## src/rtl/dispatch_scheduler_pkg.sv

```systemverilog
// Shared types and constants for the dual-issue dispatch scheduler.
package dispatch_pkg;

  localparam int IW = 16;

  typedef logic [IW-1:0] instr_t;

  // Slots with no real instruction behind them carry this encoding.
  localparam instr_t NOP_INSTR = 16'h0000;

endpackage

```

## src/rtl/dispatch_scheduler_if.sv

```systemverilog
// Fetch-side and relayer-side signals of the dispatch scheduler.
// The scheduler connects through the slave modport. Fetch and the relayer
// (or a testbench standing in for them) connect through the master modport.
interface dispatch_scheduler_if #(
  parameter int IW    = 16,
  parameter int DEPTH = 4
);

  localparam int CW = $clog2(DEPTH) + 1;

  logic          fetch_valid;
  logic [IW-1:0] fetch_instr1;
  logic [IW-1:0] fetch_instr2;
  logic          fetch_ready;

  logic [IW-1:0] rel_instr1;
  logic [IW-1:0] rel_instr2;
  logic          rel_issingle;
  logic          rel_stall;

  logic          issue_valid;
  logic [1:0]    issue_cnt;
  logic [CW-1:0] occupancy;

  modport master (
    output fetch_valid, fetch_instr1, fetch_instr2, rel_issingle, rel_stall,
    input  fetch_ready, rel_instr1, rel_instr2, issue_valid, issue_cnt, occupancy
  );

  modport slave (
    input  fetch_valid, fetch_instr1, fetch_instr2, rel_issingle, rel_stall,
    output fetch_ready, rel_instr1, rel_instr2, issue_valid, issue_cnt, occupancy
  );

endinterface

```

## src/rtl/dispatch_scheduler_fifo.sv

```systemverilog
// Ring queue of instructions.
// Each push writes a pair, and each cycle pops 0, 1 or 2 entries.
// The two oldest entries are always visible as head0/head1.
module instr_pair_fifo
  import dispatch_pkg::*;
#(
  parameter int IW    = dispatch_pkg::IW,
  parameter int DEPTH = 4
) (
  input  logic                     clk,
  input  logic                     rst_n,
  input  logic                     clear,
  input  logic                     push,
  input  logic [IW-1:0]            din0,
  input  logic [IW-1:0]            din1,
  input  logic [1:0]               pop_cnt,
  output logic [$clog2(DEPTH):0]   count,
  output logic [IW-1:0]            head0,
  output logic [IW-1:0]            head1
);

  localparam int PW = $clog2(DEPTH);
  localparam int CW = PW + 1;

  logic [IW-1:0] mem [DEPTH];
  logic [PW-1:0] rd_ptr;
  logic [PW-1:0] wr_ptr;
  logic [CW-1:0] push_amt;

  assign push_amt = push ? CW'(2) : '0;

  // Pointer and count bookkeeping. Pointers wrap naturally at DEPTH.
  always_ff @(posedge clk or negedge rst_n) begin
    if (!rst_n) begin
      rd_ptr <= '0;
      wr_ptr <= '0;
      count  <= '0;
    end else if (clear) begin
      rd_ptr <= '0;
      wr_ptr <= '0;
      count  <= '0;
    end else begin
      if (push) begin
        wr_ptr <= wr_ptr + PW'(2);
      end
      rd_ptr <= rd_ptr + PW'(pop_cnt);
      count  <= count + push_amt - CW'(pop_cnt);
    end
  end

  // Storage is written without reset. Only the pointers decide what is valid.
  always_ff @(posedge clk) begin
    if (push) begin
      mem[wr_ptr]          <= din0;
      mem[wr_ptr + PW'(1)] <= din1;
    end
  end

  assign head0 = mem[rd_ptr];
  assign head1 = mem[rd_ptr + PW'(1)];

endmodule

```

## src/rtl/dispatch_scheduler.sv

```systemverilog
// Dual-issue dispatch scheduler.
// It queues fetched pairs and presents the two oldest entries to the relayer.
// It then retires 0, 1 or 2 of them based on the relayer's verdict.
module dispatch_scheduler
  import dispatch_pkg::*;
#(
  parameter int IW    = dispatch_pkg::IW,
  parameter int DEPTH = 4
) (
  input  logic                 clk,
  input  logic                 rst_n,
  input  logic                 flush,
  dispatch_scheduler_if.slave  bus
);

  localparam int CW = $clog2(DEPTH) + 1;
  localparam logic [IW-1:0] NOP = IW'(NOP_INSTR);

  logic [CW-1:0] count;
  logic [IW-1:0] head0;
  logic [IW-1:0] head1;
  logic          push;
  logic [1:0]    retire_cnt;

  // Readiness uses only the registered count, so a retire in the same cycle
  // never opens room early and the relayer loop stays out of the fetch path.
  assign bus.fetch_ready = (count <= CW'(DEPTH - 2));
  assign push            = bus.fetch_valid && bus.fetch_ready && !flush;
  assign bus.occupancy   = count;
  assign bus.issue_cnt   = retire_cnt;

  instr_pair_fifo #(
    .IW    (IW),
    .DEPTH (DEPTH)
  ) u_fifo (
    .clk     (clk),
    .rst_n   (rst_n),
    .clear   (flush),
    .push    (push),
    .din0    (bus.fetch_instr1),
    .din1    (bus.fetch_instr2),
    .pop_cnt (retire_cnt),
    .count   (count),
    .head0   (head0),
    .head1   (head1)
  );

  // Slot presentation depends on queue state only, never on the relayer verdict.
  always_comb begin
    bus.rel_instr1  = NOP;
    bus.rel_instr2  = NOP;
    bus.issue_valid = 1'b0;
    if (count >= CW'(2)) begin
      bus.rel_instr1  = head0;
      bus.rel_instr2  = head1;
      bus.issue_valid = 1'b1;
    end else if (count == CW'(1)) begin
      bus.rel_instr1  = head0;
      bus.issue_valid = 1'b1;
    end
  end

  // Retire decode. Empty or stalled retires nothing. A lone entry or a
  // single-issue verdict retires one. Otherwise both slots go.
  always_comb begin
    retire_cnt = 2'd2;
    if (count == '0 || bus.rel_stall) begin
      retire_cnt = 2'd0;
    end else if (count == CW'(1) || bus.rel_issingle) begin
      retire_cnt = 2'd1;
    end
  end

endmodule

```

## src/flat_wrapper.sv

```systemverilog
// flat-port wrapper written by rule: the top's interface ports become plain ports
module dispatch_scheduler_flat import dispatch_pkg::*;
#(
  parameter int IW    = dispatch_pkg::IW,
  parameter int DEPTH = 4
)
  (clk, rst_n, flush, bus_fetch_valid, bus_fetch_instr1, bus_fetch_instr2, bus_rel_issingle, bus_rel_stall, bus_fetch_ready, bus_rel_instr1, bus_rel_instr2, bus_issue_valid, bus_issue_cnt, bus_occupancy);
  dispatch_scheduler_if #(.IW(IW), .DEPTH(DEPTH)) bus_i ();
  input  logic clk;
  input  logic rst_n;
  input  logic flush;
  input wire logic [$bits(bus_i.fetch_valid)-1:0] bus_fetch_valid;
  input wire logic [$bits(bus_i.fetch_instr1)-1:0] bus_fetch_instr1;
  input wire logic [$bits(bus_i.fetch_instr2)-1:0] bus_fetch_instr2;
  input wire logic [$bits(bus_i.rel_issingle)-1:0] bus_rel_issingle;
  input wire logic [$bits(bus_i.rel_stall)-1:0] bus_rel_stall;
  output wire logic [$bits(bus_i.fetch_ready)-1:0] bus_fetch_ready;
  output wire logic [$bits(bus_i.rel_instr1)-1:0] bus_rel_instr1;
  output wire logic [$bits(bus_i.rel_instr2)-1:0] bus_rel_instr2;
  output wire logic [$bits(bus_i.issue_valid)-1:0] bus_issue_valid;
  output wire logic [$bits(bus_i.issue_cnt)-1:0] bus_issue_cnt;
  output wire logic [$bits(bus_i.occupancy)-1:0] bus_occupancy;
  assign bus_i.fetch_valid = bus_fetch_valid;
  assign bus_i.fetch_instr1 = bus_fetch_instr1;
  assign bus_i.fetch_instr2 = bus_fetch_instr2;
  assign bus_i.rel_issingle = bus_rel_issingle;
  assign bus_i.rel_stall = bus_rel_stall;
  assign bus_fetch_ready = bus_i.fetch_ready;
  assign bus_rel_instr1 = bus_i.rel_instr1;
  assign bus_rel_instr2 = bus_i.rel_instr2;
  assign bus_issue_valid = bus_i.issue_valid;
  assign bus_issue_cnt = bus_i.issue_cnt;
  assign bus_occupancy = bus_i.occupancy;
  dispatch_scheduler #(.IW(IW), .DEPTH(DEPTH)) u_core (.clk(clk), .rst_n(rst_n), .flush(flush), .bus(bus_i));
endmodule
```

## config.mk

```make
export PLATFORM = sky130hd
export DESIGN_NAME = dispatch_scheduler_flat
export DESIGN_NICKNAME = d
export VERILOG_FILES = /design/src/rtl/dispatch_scheduler_pkg.sv /design/src/rtl/dispatch_scheduler_if.sv /design/src/rtl/dispatch_scheduler_fifo.sv /design/src/rtl/dispatch_scheduler.sv /design/src/flat_wrapper.sv
export SDC_FILE = /design/constraint.sdc
export NUM_CORES = 1
export LEC_CHECK = 0
export BUFFER_PORTS_ARGS = -buffer_cell sky130_fd_sc_hd__buf_2
export CELL_PAD_IN_SITES_DETAIL_PLACEMENT = 1
export CELL_PAD_IN_SITES_GLOBAL_PLACEMENT = 1
export CORE_MARGIN = 2
export CORE_UTILIZATION = 49
export CTS_CLUSTER_SIZE = 20
export DETAILED_ROUTE_END_ITERATION = 12
export PLACE_DENSITY_LB_ADDON = 0.1
export SLEW_MARGIN = 10
export SYNTH_ARGS = -nofsm -noshare
export SYNTH_HDL_FRONTEND = slang
export SYNTH_SLANG_ARGS = --single-unit
```

## constraint.sdc

```tcl
create_clock -name clk -period 4.92 [get_ports clk]
set_input_delay 0.984 -clock clk [delete_from_list [all_inputs] [get_ports clk]]
set_output_delay 0.984 -clock clk [all_outputs]
set_load 0.005 [all_outputs]
```

==> results.py <==
metrics = {
    "critical_path": {
        "worstPathArrival_ps": 2360,
        "critPathKind": "flop to primary output",
        "end_kind": "primary output",
        "start_kind": "flop",
        "required_ps": 3940,
        "critPathMaxFanout": 18,
    },
    "sta": {
        "tns_ps": 0,
        "fmax_mhz": 299,
        "whs_ps": 462,
        "drv_slew": 0,
        "rsz0062_at_grt": "false",
        "setup_viol": 0,
        "finalCritPeriodShare_pct": 68.0,
        "maxSlewHeadroom_pct": 30.5,
        "finalCriticalPeriod_ps": 3350,
        "hold_viol_final": 0,
        "tightest_slew_ps": 1040,
        "skew_ps": 5.82,
    },
    "cts": {
        "numCtsBuffers": 9,
        "cts_setup_buffers": 0,
        "clk_pin_slew_ps": 70,
        "cts_resized": 0,
        "insertion_delay_ps": 330,
        "clockRootBuffer": "clkbuf_8",
        "clock_sinks": 70,
        "holdBufCountCts": 0,
        "clock_path_buffers": 2,
        "cts_tree": "yes",
        "htree_num_levels": 3,
    },
    "final_layout": {
        "nets": 338,
        "area_growth_pct": 14.0,
        "multi_input_area_mm2": 0.00155,
        "antenna_cells": 0,
        "final_core_utilization_pct": 57.2,
        "regArea_mm2": 0.00207,
        "fillerInstances": 756,
        "fin_cells": 403,
        "drive_above_1_share_pct": 55.5,
    },
    "logic_synthesis": {
        "synthArstFlopShare_pct": 8.57,
        "synthAdderAreaFrac_pct": 1.30,
        "netlist_area_mm2": 0.00384,
        "synth_top_family_by_area": "multiplexers",
        "avgSynthCellArea_um2": 15.3,
        "synth_edf_count": 64,
        "synth_common_cells": "edfxtp_1 (64), clkbuf_1 (38), nor2b_1 (35)",
        "yosysSeqAreaShare_pct": 54.0,
        "synthMostInstantiatedCell": "edfxtp_1",
        "synth-compound-area-share_pct": 1.30,
        "synth_top_area_cell": "edfxtp_1",
        "synth-xor-area-share_pct": 0.685,
        "synth_nets": 293,
        "synth.distinct_cells": 26,
        "syn_inst": 251,
        "synth.area.top_cells": "edfxtp_1 (50%), mux4_2 (19%), mux2_2 (9.7%)",
        "ys_warn_count": 0,
        "ys_ff_latch": 70,
        "synth_top_area_share_pct": 50.1,
        "muxShareOfSynthArea_pct": 28.5,
        "synthSimpleGateAreaFrac_pct": 8.35,
        "synth_flop_cell": "edfxtp_1",
    },
    "die": {
        "die_y_um": 92.5,
        "die-area_mm2": 0.00855,
        "io_pins": 77,
        "start_util_pct": 50.2,
        "core_mm2": 0.00765,
        "die_x_um": 92.5,
        "core.rowCount": 32,
    },
    "global_route": {
        "grt_use_total_pct": 20.2,
        "grt_pass1_wl_mm": 12.8,
        "grt_pass1_vias": 2381,
        "antenna_found_initial": 0,
        "grt_max_degree": 34,
        "overflow": 0,
    },
    "placement": {
        "place_inst": 387,
        "dpl.hpwl_mm": 5.46,
        "io_buffers": 76,
        "gp_congestion": 0.692,
    },
    "status": {
        "outcome": "complete, no violations",
    },
    "detailed_routing": {
        "routedWlPerCell_um": 20.1,
        "drc": 0,
        "final_antenna_net_count": 0,
        "dr.first_iter.drc_count": 111,
        "drt-vias-per-instance": 5.56,
        "routed-via-count": 2241,
        "drt_wl_total_mm": 8.09,
        "drt_pass1_iterations": 4,
    },
    "pwr": {
        "p_leak_nw": 1.62,
        "intPower_w": 0.00132,
        "switchingPower_w": 0.000602,
        "power_density_mw_per_mm2": 440,
        "pwr-share-clk_pct": 22.6,
        "p_comb_share_pct": 35.4,
        "p_sw_share_pct": 31.3,
        "seqPwrFrac_pct": 42.0,
        "ir_drop_uv": 170,
    },
    "hold_path": {
        "hp-class": "input port to async pin",
    },
    "flow_run": {
        "drv_cap": 0,
    },
}
power by group through the flow:
stage | clock network, W | logic (W) | registers, W
global placement | 0 | 0.000674 | 0.000815
floorplan | 0 | 0.000497 | 0.000757
detailed placement | 0 | 0.000694 | 0.000824
CTS | 0.000448 | 0.000695 | 0.000811
global route | 0.000469 | 0.000749 | 0.000822
finish | 0.000435 | 0.000680 | 0.000809
flip-flops by register name (all words and copies together) (netlist names):
| signal | count |
|---|---|
| u_core.u_fifo.wr_ptr | 1 |
| u_core.u_fifo.rd_ptr | 2 |
| u_core.u_fifo.count | 3 |
| u_core.u_fifo.mem | 64 |
cell families after synthesis:
group / after synthesis
xor+xnor: 3
flops: 70
buf+inv: 54
mux: 65
compound gates: 7
simple gates: 48
fa+ha+maj: 4
final cells by class:
cell class | instances | area share (%)
clock buffer | 10 | 2.92
clock inverter | 6 | 1.20
inverter | 8 | 0.686
multi-input combinational | 127 | 35.5
sequential | 70 | 47.4
tap | 102 | 2.92
timing repair buffer | 80 | 9.38
stage by stage:
step                      cell area (um^2)  total power (W)  setup WS [ps]
after floorplan                       3840          0.00125           1640
after detailed placement              4190          0.00152           1910
final                                 4370          0.00192           1570
after global routing                  4370          0.00204           1410
after global placement                4190          0.00149           1960
after CTS                             4370          0.00195           1530
worst max-delay path: stages, from the launching register on:
cell and delay (ps):
dfrtp_1 820, buf_4 400, mux4_2 520, nor2b_1 130
buf_2 160
layer usage:
metal	part of all wire [%]	global-route usage, %	routed length (um)	up-vias
met5	0	0	0	-
met4	1.1	7.34	87	0
met3	3.9	2.77	319	9
met2	54	35.8	4380	61
met1	41	25.5	3290	1152
li1	-	-	-	1019
final timing paths:
kind / startpoint / endpoint / slack, ps / cells past startpoint
max: u_core.u_fifo.rd_ptr[1] / bus_rel_instr2[14] / 1570 / 4
min: rst_n / u_core.u_fifo.wr_ptr[1] / 460 / 1
max reg2reg: u_core.u_fifo.count[1] / u_core.u_fifo.count[2] / 2140 / 8
min reg2reg: u_core.u_fifo.wr_ptr[1] / u_core.u_fifo.wr_ptr[1] / 690 / 2
max in group asynchronous: rst_n / u_core.u_fifo.rd_ptr[0] / 4300 / 1
min in group clk: u_core.u_fifo.wr_ptr[1] / u_core.u_fifo.wr_ptr[1] / 690 / 2
layout by cell type, fill, tap and decap left out, types with 2 or more instances in the layout:
cell type / instances
buf_2: 76
edfxtp_1: 64
nor2b_1: 35
mux2_2: 33
mux4_2: 32
clkbuf_8: 9
inv_1: 7
dfrtp_1: 5
ha_1: 4
buf_4: 4
clkinv_2: 3
nor3_1: 2
nor2_1: 2
o21ai_0: 2
a21oi_1: 2
xnor2_1: 2
clkinv_1: 2
(Power assumes the default switching activity.)
